$ cat src/rtl/joy_stepper_if.sv
// Purpose: bundles the joystick sample stream, the game-rate tick and the
// conditioned lane outputs of joy_stepper into one connection.
// Ports (signals):
//   tick        game-rate strobe (1 clk cycle)
//   pos_valid   strobe: pos_data holds a new sample
//   pos_data    10-bit unsigned joystick X sample
//   plrpos      current lane index
//   step_pulse  1-cycle pulse after plrpos changed
//   step_dir    direction of last step (0 = left, 1 = right)
//   zone        registered zone: 00 neutral, 01 left, 10 right
// Modports: master drives tick/pos_*, slave is the stepper itself.
interface joy_stepper_if;
    logic       tick;
    logic       pos_valid;
    logic [9:0] pos_data;
    logic [3:0] plrpos;
    logic       step_pulse;
    logic       step_dir;
    logic [1:0] zone;

    modport master (
        output tick, pos_valid, pos_data,
        input  plrpos, step_pulse, step_dir, zone
    );

    modport slave (
        input  tick, pos_valid, pos_data,
        output plrpos, step_pulse, step_dir, zone
    );
endinterface

$ cat src/rtl/joy_stepper.sv
// Purpose: turns raw joystick X samples into discrete player lane steps.
// A deadband/hysteresis zone register feeds an auto-repeat FSM (one step on
// deflection, a hold delay, then periodic repeat steps) that moves a
// saturating 4-bit lane index.
// Ports:
//   clk   system clock, rising edge
//   clr   synchronous reset, active-low
//   bus   joy_stepper_if.slave: tick, pos_valid, pos_data in;
//         plrpos, step_pulse, step_dir, zone out
module joy_stepper #(
    parameter int CENTER       = 512,
    parameter int DEADBAND     = 100,
    parameter int HYST         = 16,
    parameter int HOLD_TICKS   = 8,
    parameter int REPEAT_TICKS = 3,
    parameter int PLR_MAX      = 15,
    parameter int PLR_INIT     = 7
) (
    input  logic               clk,
    input  logic               clr,
    joy_stepper_if.slave       bus
);

    typedef enum logic [1:0] {
        ZONE_NEUTRAL = 2'b00,
        ZONE_LEFT    = 2'b01,
        ZONE_RIGHT   = 2'b10
    } zone_t;

    typedef enum logic [1:0] {
        ST_NEUTRAL = 2'd0,
        ST_DELAY   = 2'd1,
        ST_REPEAT  = 2'd2
    } state_t;

    localparam int CNT_MAX = (HOLD_TICKS > REPEAT_TICKS) ? HOLD_TICKS - 1
                                                          : REPEAT_TICKS - 1;
    localparam int CNT_W   = (CNT_MAX < 2) ? 1 : $clog2(CNT_MAX + 1);

    localparam logic [CNT_W-1:0] HOLD_RELOAD   = CNT_W'(HOLD_TICKS - 1);
    localparam logic [CNT_W-1:0] REPEAT_RELOAD = CNT_W'(REPEAT_TICKS - 1);

    // Entry thresholds are strict; exit thresholds sit HYST inside them.
    localparam logic [10:0] LEFT_ENTER  = 11'(CENTER - DEADBAND);
    localparam logic [10:0] RIGHT_ENTER = 11'(CENTER + DEADBAND);
    localparam logic [10:0] LEFT_EXIT   = 11'(CENTER - DEADBAND + HYST);
    localparam logic [10:0] RIGHT_EXIT  = 11'(CENTER + DEADBAND - HYST);

    localparam logic [3:0] PLR_TOP   = 4'(PLR_MAX);
    localparam logic [3:0] PLR_START = 4'(PLR_INIT);

    zone_t            zone_q;
    state_t           state_q, state_d;
    logic [CNT_W-1:0] cnt_q, cnt_d;
    logic             dir_q, dir_d;
    logic             step_req;
    logic             want_dir;
    logic [3:0]       plrpos_q;
    logic             step_pulse_q;
    logic             step_dir_q;
    logic [10:0]      pos_ext;

    assign pos_ext  = {1'b0, bus.pos_data};
    // Direction requested by the current zone: 1 = right.
    assign want_dir = (zone_q == ZONE_RIGHT);

    always_comb begin
        state_d  = state_q;
        cnt_d    = cnt_q;
        dir_d    = dir_q;
        step_req = 1'b0;
        if (bus.tick) begin
            case (state_q)
                ST_NEUTRAL: begin
                    if (zone_q != ZONE_NEUTRAL) begin
                        step_req = 1'b1;
                        dir_d    = want_dir;
                        cnt_d    = HOLD_RELOAD;
                        state_d  = ST_DELAY;
                    end
                end
                ST_DELAY, ST_REPEAT: begin
                    if (zone_q == ZONE_NEUTRAL) begin
                        state_d = ST_NEUTRAL;
                    end else if (want_dir != dir_q) begin
                        // Reversal restarts the full hold delay.
                        step_req = 1'b1;
                        dir_d    = want_dir;
                        cnt_d    = HOLD_RELOAD;
                        state_d  = ST_DELAY;
                    end else if (cnt_q == '0) begin
                        step_req = 1'b1;
                        cnt_d    = REPEAT_RELOAD;
                        state_d  = ST_REPEAT;
                    end else begin
                        cnt_d = cnt_q - 1'b1;
                    end
                end
                default: state_d = ST_NEUTRAL;
            endcase
        end
    end

    always_ff @(posedge clk) begin
        if (!clr) begin
            zone_q       <= ZONE_NEUTRAL;
            state_q      <= ST_NEUTRAL;
            cnt_q        <= '0;
            dir_q        <= 1'b0;
            plrpos_q     <= PLR_START;
            step_pulse_q <= 1'b0;
            step_dir_q   <= 1'b0;
        end else begin
            if (bus.pos_valid) begin
                if (pos_ext < LEFT_ENTER) begin
                    zone_q <= ZONE_LEFT;
                end else if (pos_ext > RIGHT_ENTER) begin
                    zone_q <= ZONE_RIGHT;
                end else if (pos_ext >= LEFT_EXIT && pos_ext <= RIGHT_EXIT) begin
                    zone_q <= ZONE_NEUTRAL;
                end
                // Otherwise inside a hysteresis band: zone holds.
            end

            state_q      <= state_d;
            cnt_q        <= cnt_d;
            dir_q        <= dir_d;
            step_pulse_q <= 1'b0;

            // Saturated steps leave plrpos/pulse/step_dir untouched.
            if (step_req) begin
                if (dir_d && plrpos_q != PLR_TOP) begin
                    plrpos_q     <= plrpos_q + 4'd1;
                    step_pulse_q <= 1'b1;
                    step_dir_q   <= 1'b1;
                end else if (!dir_d && plrpos_q != 4'd0) begin
                    plrpos_q     <= plrpos_q - 4'd1;
                    step_pulse_q <= 1'b1;
                    step_dir_q   <= 1'b0;
                end
            end
        end
    end

    assign bus.plrpos     = plrpos_q;
    assign bus.step_pulse = step_pulse_q;
    assign bus.step_dir   = step_dir_q;
    assign bus.zone       = zone_q;

endmodule
$ cat src/flat_wrapper.sv
// flat-port wrapper written by rule: the top's interface ports become plain ports
module joy_stepper_flat 
#(
    parameter int CENTER       = 512,
    parameter int DEADBAND     = 100,
    parameter int HYST         = 16,
    parameter int HOLD_TICKS   = 8,
    parameter int REPEAT_TICKS = 3,
    parameter int PLR_MAX      = 15,
    parameter int PLR_INIT     = 7
)
  (clk, clr, bus_tick, bus_pos_valid, bus_pos_data, bus_plrpos, bus_step_pulse, bus_step_dir, bus_zone);
  joy_stepper_if bus_i ();
  input  logic clk;
  input  logic clr;
  input wire logic [$bits(bus_i.tick)-1:0] bus_tick;
  input wire logic [$bits(bus_i.pos_valid)-1:0] bus_pos_valid;
  input wire logic [$bits(bus_i.pos_data)-1:0] bus_pos_data;
  output wire logic [$bits(bus_i.plrpos)-1:0] bus_plrpos;
  output wire logic [$bits(bus_i.step_pulse)-1:0] bus_step_pulse;
  output wire logic [$bits(bus_i.step_dir)-1:0] bus_step_dir;
  output wire logic [$bits(bus_i.zone)-1:0] bus_zone;
  assign bus_i.tick = bus_tick;
  assign bus_i.pos_valid = bus_pos_valid;
  assign bus_i.pos_data = bus_pos_data;
  assign bus_plrpos = bus_i.plrpos;
  assign bus_step_pulse = bus_i.step_pulse;
  assign bus_step_dir = bus_i.step_dir;
  assign bus_zone = bus_i.zone;
  joy_stepper #(.CENTER(CENTER), .DEADBAND(DEADBAND), .HYST(HYST), .HOLD_TICKS(HOLD_TICKS), .REPEAT_TICKS(REPEAT_TICKS), .PLR_MAX(PLR_MAX), .PLR_INIT(PLR_INIT)) u_core (.clk(clk), .clr(clr), .bus(bus_i));
endmodule
$ cat config.mk
export PLATFORM = sky130hd
export DESIGN_NAME = joy_stepper_flat
export DESIGN_NICKNAME = d
export VERILOG_FILES = /design/src/rtl/joy_stepper_if.sv /design/src/rtl/joy_stepper.sv /design/src/flat_wrapper.sv
export SDC_FILE = /design/constraint.sdc
export NUM_CORES = 1
export LEC_CHECK = 0
export BUFFER_PORTS_ARGS = -buffer_cell sky130_fd_sc_hd__buf_2
export CAP_MARGIN = 20
export CORE_UTILIZATION = 48
export CTS_CLUSTER_DIAMETER = 60
export DETAILED_ROUTE_END_ITERATION = 6
export PLACE_DENSITY = 0.79
export SYNTH_ARGS = -nofsm -noshare
export SYNTH_HDL_FRONTEND = slang
export SYNTH_SLANG_ARGS = --single-unit
$ cat constraint.sdc
create_clock -name clk -period 2.5 [get_ports clk]
set_input_delay 0.125 -clock clk [delete_from_list [all_inputs] [get_ports clk]]
set_output_delay 0.125 -clock clk [all_outputs]
set_load 0.01 [all_outputs]
### Word level (Yosys, flattened, before mapping)

Cells that the tools add are included.

* flip-flop bits (word level): 14
* input bits: 14
* word-level logic and storage cells: 70

* add/subtract/negate cells: 3
* order comparisons: 4
* eq/ne operators: 8
* muxes and demuxes: 30
* reduce and logical (&&, ||, !) cells: 18

Operators by type and width (count)
* 2-bit 2-to-1 mux: 7
* 1-bit 2-to-1 mux: 13
* 3-bit 2-to-1 mux: 4
* 10-bit by 9-bit greater-or-equal comparator with 1-bit output (second input constant): 1
* 10-bit > comparator (second input constant): 1
* 10-bit less-or-equal comparator (second input constant): 1
* 10-bit by 9-bit < comparator with 1-bit output (second input constant): 1
* 4-bit 2-to-1 mux: 2
* 3-bit one-hot mux with 2 select lines: 1
* 2-bit AND reduction: 3
* 2-bit nonzero test: 3
* 4-bit by 1-bit adder with 4-bit output (second input constant): 1
* 2-bit == test (second input constant): 2
* 2-bit logical NOT: 2
* 4-bit by 1-bit != test with 1-bit output (second input constant): 1
* 4-bit != test (second input constant): 1
* 1-bit one-hot mux with 2 select lines: 2
* 2-bit one-hot mux with 2 select lines: 1
* 4-bit AND reduction: 1
* 4-bit nonzero test: 1
* 4-bit by 1-bit subtractor with 4-bit output (second input constant): 1
* 1-bit logical AND: 3
* 3-bit logical NOT: 1
* 3-bit AND reduction: 1
* other kinds (8): 8

### Depth between registers and ports, before layout

Gate-level depths: netlist (run 1).

* depth in word-level cells: 10
* mapped depth: 10
* mapped depth without buffers: 10

### Worst setup path before layout (run 1)

Ideal clock, no wire load.

* kind: register to register
* start: register u_core.state_q[0]
* end: register u_core.plrpos_q[3], in the netlist u_core.bus.plrpos[3]
* arrival time: 2.233 ns
* required time: 2.379 ns
* setup slack: 0.146 ns
* stages on the path, launching flop included: 11
* path buffers: 0
* clock period less this slack: 2.354 ns
* cell sequence: dfxtp_1 > inv_1 > ha_1 > o21ba_2 > o221ai_2 > ha_1 > a21o_1 > a21oi_1 > nor3b_1 > o21ai_1 > mux2i_1

* longest elaborated chain between the ends: 8

RTL lines
* start: declaration: RTL line joy_stepper.sv:53 `state_t state_q, state_d;`
* start signal: assignment: RTL line joy_stepper.sv:125 `state_q <= state_d;`
* 2-bit by 1-bit == test with 1-bit output or 2-bit == test (tied branches): RTL line joy_stepper.sv:73 `case (state_q)`
* 2-bit OR reduction: RTL line joy_stepper.sv:73
* 1-bit one-hot mux with 2 select lines: RTL line joy_stepper.sv:73
* 1-bit 2-to-1 mux: RTL line joy_stepper.sv:72 `if (bus.tick) begin`
* 1-bit logical NOT: RTL line joy_stepper.sv:136 `end else if (!dir_d && plrpos_q != 4'd0) begin`
* 1-bit logical AND: RTL line joy_stepper.sv:136
* 2-bit nonzero test (no source line)
* 2-bit AND reduction (no source line)
* end signal: assignment: RTL line joy_stepper.sv:133 `plrpos_q <= plrpos_q + 4'd1;`
* end signal: assignment: RTL line joy_stepper.sv:137 `plrpos_q <= plrpos_q - 4'd1;`
* end: declaration: RTL line joy_stepper.sv:58 `logic [3:0] plrpos_q;`

Several ways; a longest one is shown, not always the timed one.
A chain may end at the register's enable or synchronous reset.

### Worst setup path in the final report (run 1)

Same ends and word-level chain as after synthesis.

==> metrics.md, run 1 <==
| Metric | Value |
|---|---|
| Status | finished, final reports clean |
| Transition time at the pin with the least slew margin | 626 ps |
| Number of nets in the finished design | 169 |
| CP Launch Type | flop |
| Commonest cells after routing, fill and taps aside | sky130_fd_sc_hd__buf_2, sky130_fd_sc_hd__dfxtp_1, sky130_fd_sc_hd__inv_1 |
| Top cell type by total area after synthesis | sky130_fd_sc_hd__dfxtp_1 |
| Wire length of the first global-routing pass | 3620 um |
| Type of the worst min-delay path | primary input to flop |
| Library cell contributing the largest single delay on the critical path | sky130_fd_sc_hd__dfxtp_1 |
| Final worst path period need | 2260 ps |
| Source-to-sink clock delay at the later pin of the worst-skew pair | 280 ps |
| ANT nets after route | 0 |
| Clock-pin transition on the worst setup and hold timing paths | 90 ps |
| Number of detailed-route iterations in the first pass | 4 |
| Initial Utilization | 51.3% |
| Static Leak | 0.493 nW |
| Overall die width | 47.8 um |
| Post-synthesis area per instance | 8.19 um^2 |
| H-tree levels | 1 |
| DRC violation count after routing | 0 |
| Std cell rows | 16 |
| Max cap viols | 0 |
| Half-perimeter wire length after placement | 1660 um |
| Number of buffers added for setup after CTS | 0 |
| Syn-to-layout area delta | 17.0% |
| Post-synth EDFFs | 0 |
| Inserted Diodes | 0 |
| Global router's overall resource usage | 22.4% |
| Pwr/cell area | 685 mW/mm^2 |
| Area share of the largest cell type after synthesis | 27.8% |
| Clock tree buffer depth | 2 |
| Residual overflow from global routing | 0 |
| Non-filler instance count after layout | 173 |
| I/O pin cnt | 22 |
| Number of vias after detailed routing | 983 |
| CTS tree | done |
| Highest attainable clock frequency | 0.443 GHz |
| Die Span Y | 47.8 um |
| Slew headroom | 57.9% |
| Async set-or-reset flop fraction in the synthesized netlist | 0% |
| Ratio of cells with drive above 1 in the final layout | 21.9% |
| Average wire length per cell after detail routing | 12.6 um |
| Fraction of the yosys area taken by sequential cells | 27.8% |
| Total negative slack | 0 ps |
| Final setup fails | 0 |
| Number of cells in the design after placement | 169 |
| Floorplan die area | 0.00229 mm^2 |
| Top fanout value on the critical path | 7 |
| Endpoint type of the worst setup path | flop |
| Post-synth net total | 145 |
| Buffers added on ports | 21 |
| Summed instance area of the synthesized netlist | 0.00101 mm^2 |
| Root buffer cell | sky130_fd_sc_hd__clkbuf_4 |
| Clock buffer count from CTS | 3 |
| Slew Limit Fails | 0 |
| Post-route cell area | 0.00118 mm^2 |
| Number of synthesized register bits | 14 |
| Chain of cells forming the critical path | inv_1 > ha_2 > o21ba_2 > o221ai_2 > ha_1 > a21o_1 > a21oi_1 > nor3b_2 > o21ai_1 > mux2i_1 |
| Via count of the first global-routing pass | 895 |
| Synth warn | 0 |
| Primary flip-flop cell chosen by synthesis mapping | sky130_fd_sc_hd__dfxtp_1 |
| Post-detailed-placement cell area | 0.00113 mm^2 |
| Final Skew | 3.41 ps |
| Detailed router's first-iteration violation count | 19 |
| Critical path class | flop to flop |
| Number of vias per cell after detailed routing | 5.68 |
| Largest cells by area after synthesis | sky130_fd_sc_hd__dfxtp_1, sky130_fd_sc_hd__ha_1, sky130_fd_sc_hd__o21ai_0 |
| Unique masters post-synth | 47 |
| Final wirelength | 2170 um |
| Largest net degree at the start of global routing | 14 |
| Crit path required time | 2680 ps |
| RSZ-0062 raised after global routing | false |
| Hold violation total from the final report | 0 |
| Final period utilization | 90.2% |
| Area of the core | 0.00196 mm^2 |
| Maximum cell stage delay along the critical path | 360 ps |
| Cell family with most CP delay | compound AO/OA/AOI/OAI gates |
| Arrival time worst endpoint | 2430 ps |
| TritonCTS sink count | 14 |
| Crit path buf inv count | 1 |
| Number of instances in the synthesized netlist | 123 |
| Antenna violations before repair | 0 |
| Fraction of the core area covered by cells at the end of the flow | 60.1% |
| Most frequent standard cell in the layout excluding fill and tap cells | sky130_fd_sc_hd__buf_2 |
| Worst vdd ir | 0.414 mV |
| Gpl congestion | 0.805 |
==> routing by layer <==
metal	GRT usage (%)	routed length, um
met1	27.5	1010
met2	38.4	1060
met3	3.77	55
met4	10.0	40
met5	0	0
==> logic make-up after synthesis <==
| group | share of synthesized area (%) |
|---|---|
| buf+inv | 5.59 |
| simple gates | 21.9 |
| compound gates | 30.3 |
| flops | 27.8 |
| fa+ha+maj | 10.7 |
| mux | 1.99 |
| xor+xnor | 1.74 |
==> worst paths after layout <==
path	cells past startpoint	to	slack, ps	startpoint
worst max-delay path	10	u_core.bus.plrpos[3]$_SDFFE_PN0P_	240	u_core.state_q[0]$_SDFFE_PN0P_
worst min-delay path	2	u_core.bus.plrpos[1]$_SDFFE_PN1P_	140	clr
worst max register to register	10	u_core.bus.plrpos[3]$_SDFFE_PN0P_	240	u_core.state_q[0]$_SDFFE_PN0P_
worst min register to register	2	u_core.state_q[1]$_SDFFE_PN0P_	510	u_core.state_q[1]$_SDFFE_PN0P_
==> layout make-up <==
class / instances / area (um^2)
Sequential cell: 14 / 280
Tap cell: 27 / 33.8
Fill cell: 191 / 783
Multi-Input combinational cell: 96 / 678
Timing Repair Buffer: 22 / 113
Inverter: 10 / 37.5
Clock buffer: 4 / 36.3
==> power by group <==
part           leakage (nW)  switching, W  internal (W)
clock network        0.0210     0.0000743     0.0000886
registers             0.115     0.0000380      0.000260
logic                 0.357      0.000195      0.000151
total                 0.493      0.000308      0.000499
==> sequential cells by signal (all words and copies together) (netlist names) <==
signal and count:
u_core.dir_q 1, u_core.bus.step_dir 1, u_core.bus.zone 2, u_core.bus.plrpos 4
u_core.bus.step_pulse 1, u_core.cnt_q 3, u_core.state_q 2
==> repair_timing <==
action	4_1_cts	5_1_grt
resized for setup	0	2
endpoints found under the setup margin	0	1
hold buffers	0	0
==> through the flow <==
| step | hold WS [ps] | power [W] | worst slack, ps |
|---|---|---|---|
| 2_1_floorplan | 277 | 0.000555 | 146 |
| 6_report | 141 | 0.000807 | 245 |
| 3_3_place_gp | 424 | 0.000626 | 241 |
| 4_1_cts | 139 | 0.000804 | 146 |
| 3_5_place_dp | 442 | 0.000640 | 159 |
| 5_1_grt | 147 | 0.000877 | 64.7 |
==> Yosys cell counts, types with 2 or more instances <==
library cell,instances
sky130_fd_sc_hd__a21oi_1,6
sky130_fd_sc_hd__nor3_1,3
sky130_fd_sc_hd__nand2_1,5
sky130_fd_sc_hd__a211o_1,2
sky130_fd_sc_hd__mux2i_1,2
sky130_fd_sc_hd__nand2b_1,3
sky130_fd_sc_hd__nor2_1,8
sky130_fd_sc_hd__o21a_1,2
sky130_fd_sc_hd__o211ai_1,2
sky130_fd_sc_hd__nor4_1,2
sky130_fd_sc_hd__nand3_1,6
sky130_fd_sc_hd__buf_4,2
sky130_fd_sc_hd__a31oi_1,2
sky130_fd_sc_hd__o21ai_1,5
sky130_fd_sc_hd__nand3b_1,2
sky130_fd_sc_hd__o22ai_1,2
sky130_fd_sc_hd__and2_1,2
sky130_fd_sc_hd__o21ai_0,9
sky130_fd_sc_hd__nor3b_1,2
sky130_fd_sc_hd__dfxtp_1,14
sky130_fd_sc_hd__inv_1,10
sky130_fd_sc_hd__ha_1,7
Note: power is estimated with default switching activity, not from simulation.
==> run 2: changes to the inputs <==
--- a/config.mk
+++ b/config.mk
@@ -7,10 +7,11 @@
 export LEC_CHECK = 0
 export BUFFER_PORTS_ARGS = -buffer_cell sky130_fd_sc_hd__buf_2
 export CAP_MARGIN = 20
-export CORE_UTILIZATION = 48
+export CORE_UTILIZATION = 50
 export CTS_CLUSTER_DIAMETER = 60
 export DETAILED_ROUTE_END_ITERATION = 6
-export PLACE_DENSITY = 0.79
+export MAX_ROUTING_LAYER = met4
+export PLACE_DENSITY = 0.78
 export SYNTH_ARGS = -nofsm -noshare
 export SYNTH_HDL_FRONTEND = slang
 export SYNTH_SLANG_ARGS = --single-unit
==> constraint.sdc (replaced) <==
create_clock -name clk -period 2.9 [get_ports clk]
set_input_delay 0.145 -clock clk [delete_from_list [all_inputs] [get_ports clk]]
set_output_delay 0.145 -clock clk [all_outputs]
set_load 0.01 [all_outputs]
==> metrics.md, run 2 (synthesized netlist as in run 1, its figures left out) <==
| Metric | Value |
|---|---|
| Fraction of the core area covered by cells at the end of the flow | 64.1% (was 60.1%) |
| Worst reg2reg startpoint | u_core.state_q[0]$_SDFFE_PN0P_ (unchanged) |
| Final Skew | 3.28 ps (was 3.41 ps) |
| Antenna violations before repair | 0 (unchanged) |
| Source-to-sink clock delay at the later pin of the worst-skew pair | 270 ps (was 280 ps) |
| WHS Endpoint | u_core.bus.plrpos[1]$_SDFFE_PN1P_ (unchanged) |
| HP Start | clr (unchanged) |
| Wire length of the first global-routing pass | 3520 um (was 3620 um) |
| Average wire length per cell after detail routing | 12.5 um (was 12.6 um) |
| Clock buffer count from CTS | 3 (unchanged) |
| Endpoint type of the worst setup path | flop (unchanged) |
| Arrival time worst endpoint | 2550 ps (was 2430 ps) |
| Max cap viols | 0 (unchanged) |
| Number of vias per cell after detailed routing | 5.68 (about the same) |
| Number of vias after detailed routing | 966 (was 983) |
| Slew headroom | 67.4% (was 57.9%) |
| Detailed router's first-iteration violation count | 25 (was 19) |
| I/O pin cnt | 22 (unchanged) |
| ANT nets after route | 0 (unchanged) |
| Std cell rows | 15 (was 16) |
| Inserted Diodes | 0 (unchanged) |
| CP Launch Type | flop (unchanged) |
| Largest net degree at the start of global routing | 14 (unchanged) |
| Residual overflow from global routing | 0 (unchanged) |
| Top fanout value on the critical path | 7 (unchanged) |
| Die Span Y | 46.9 um (was 47.8 um) |
| Pwr/cell area | 570 mW/mm^2 (was 685 mW/mm^2) |
| Half-perimeter wire length after placement | 1670 um (was 1660 um) |
| Clock-pin transition on the worst setup and hold timing paths | 80 ps (was 90 ps) |
| Filler Cell Count | 188 (was 191) |
| Hold Buf Count CTS | 0 (unchanged) |
| Root buffer cell | sky130_fd_sc_hd__clkbuf_4 (unchanged) |
| Total negative slack | 0 ps (unchanged) |
| Slew Limit Fails | 0 (unchanged) |
| Final setup fails | 0 (unchanged) |
| Worst R2R End | u_core.bus.plrpos[3]$_SDFFE_PN0P_ (unchanged) |
| Worst vdd ir | 0.311 mV (was 0.414 mV) |
| Static Leak | 0.483 nW (was 0.493 nW) |
| Final period utilization | 82.2% (was 90.2%) |
| Global router's overall resource usage | 23.3% (was 22.4%) |
| H-tree levels | 1 (unchanged) |
| Critical path class | flop to flop (unchanged) |
| Area of the core | 0.00180 mm^2 (was 0.00196 mm^2) |
| Via count of the first global-routing pass | 840 (was 895) |
| Worst reg2reg setup slack | 520 ps (was 240 ps) |
| Largest register FFs | 4 (unchanged) |
| Reg2reg path depth | 10 (unchanged) |
| Commonest cells after routing, fill and taps aside | sky130_fd_sc_hd__buf_2, sky130_fd_sc_hd__dfxtp_1, sky130_fd_sc_hd__inv_1 (unchanged) |
| Hold violation total from the final report | 0 (unchanged) |
| Final worst path period need | 2380 ps (was 2260 ps) |
| Status | finished, final reports clean (unchanged) |
| Transition time at the pin with the least slew margin | 483 ps (was 626 ps) |
| Final wirelength | 2130 um (was 2170 um) |
| Highest attainable clock frequency | 0.419 GHz (was 0.443 GHz) |
| Most frequent standard cell in the layout excluding fill and tap cells | sky130_fd_sc_hd__buf_2 (unchanged) |
| Number of gates given a new drive strength after cts | 0 (unchanged) |
| Buffers added on ports | 21 (unchanged) |
| Floorplan die area | 0.00220 mm^2 (was 0.00229 mm^2) |
| Gpl congestion | 0.864 (was 0.805) |
| Multi-input logic area | 671 um^2 (was 678 um^2) |
| Syn-to-layout area delta | 14.7% (was 17.0%) |
| Type of the worst min-delay path | primary input to flop (unchanged) |
| Register cell area after layout | 280 um^2 (unchanged) |
| Instance count along the most critical hold path | 2 (unchanged) |
| Number of detailed-route iterations in the first pass | 4 (unchanged) |
| Crit path required time | 3070 ps (was 2680 ps) |
| Critical Path Source | u_core.state_q[0]$_SDFFE_PN0P_ (unchanged) |
| DRC violation count after routing | 0 (unchanged) |
| Ratio of cells with drive above 1 in the final layout | 20.0% (was 21.9%) |
| Number of nets in the finished design | 169 (unchanged) |
| TritonCTS sink count | 14 (unchanged) |
| CTS tree | done (unchanged) |
| Number of buffers added for setup after CTS | 0 (unchanged) |
| Initial Utilization | 55.9% (was 51.3%) |
| Clock tree buffer depth | 2 (unchanged) |
| RSZ-0062 raised after global routing | false (unchanged) |
| Overall die width | 46.9 um (was 47.8 um) |
[run 2: cell types whose count changed in the layout (fill, tap and decap cells not counted), sizes merged]
cell,previous run,this run
clkbuf,4,3
[run 2: worst max-delay path, cell delays in order (launching register included)]
cell and delay (ps):
sky130_fd_sc_hd__dfxtp_1 360, sky130_fd_sc_hd__inv_1 60, sky130_fd_sc_hd__ha_1 370, sky130_fd_sc_hd__o21ba_2 260, sky130_fd_sc_hd__o221ai_2 180, sky130_fd_sc_hd__ha_1 250
sky130_fd_sc_hd__a21o_1 180, sky130_fd_sc_hd__a21oi_1 190, sky130_fd_sc_hd__nor3b_1 210, sky130_fd_sc_hd__o21ai_1 90, sky130_fd_sc_hd__mux2i_1 130
[run 2: cell type report]
| class | instances | area share [%] |
|---|---|---|
| multi-input combinational | 96 | 58.1 |
| sequential | 14 | 24.3 |
| timing repair buffer | 22 | 9.75 |
| inverter | 10 | 3.25 |
| tap | 25 | 2.71 |
| clock buffer | 3 | 1.95 |
[run 2: metal layers]
layer	part of all wire [%]	GRT usage [%]	vias up
met5	0	-	-
met2	46	36.9	11
met3	2.2	3.46	4
met4	1.6	8.57	0
met1	50	30.0	448
li1	-	-	503
[run 2: worst max path at each step]
stage,end,cells past startpoint,slack [ps]
detailed placement,u_core.bus.plrpos[3]$_SDFFE_PN0P_,10,530
finish,u_core.bus.plrpos[3]$_SDFFE_PN0P_,10,520
CTS,u_core.bus.plrpos[3]$_SDFFE_PN0P_,10,520
global route,u_core.bus.plrpos[3]$_SDFFE_PN0P_,10,400
global placement,u_core.bus.plrpos[3]$_SDFFE_PN0P_,10,630
floorplan,u_core.bus.plrpos[3]$_SDFFE_PN0P_,10,550
[run 2: stage by stage]
| stage | cells | hold slack [ps] | total power, W | worst slack (ps) | cell area (um^2) |
|---|---|---|---|---|---|
| finish | 170 | 167 | 0.000658 | 515 | 1150 |
| global route | 170 | 188 | 0.000712 | 398 | 1150 |
| CTS | 170 | 169 | 0.000663 | 525 | 1150 |
| detailed placement | 167 | 455 | 0.000555 | 531 | 1130 |
| global placement | 167 | 448 | 0.000542 | 633 | 1130 |
| floorplan | 123 | 297 | 0.000479 | 546 | 1010 |
[run 2: where the power goes]
group | internal (W) | switching [W]
Sequential | 0.000224 | 0.0000330
Clock | 0.0000480 | 0.0000583
Combinational | 0.000125 | 0.000170
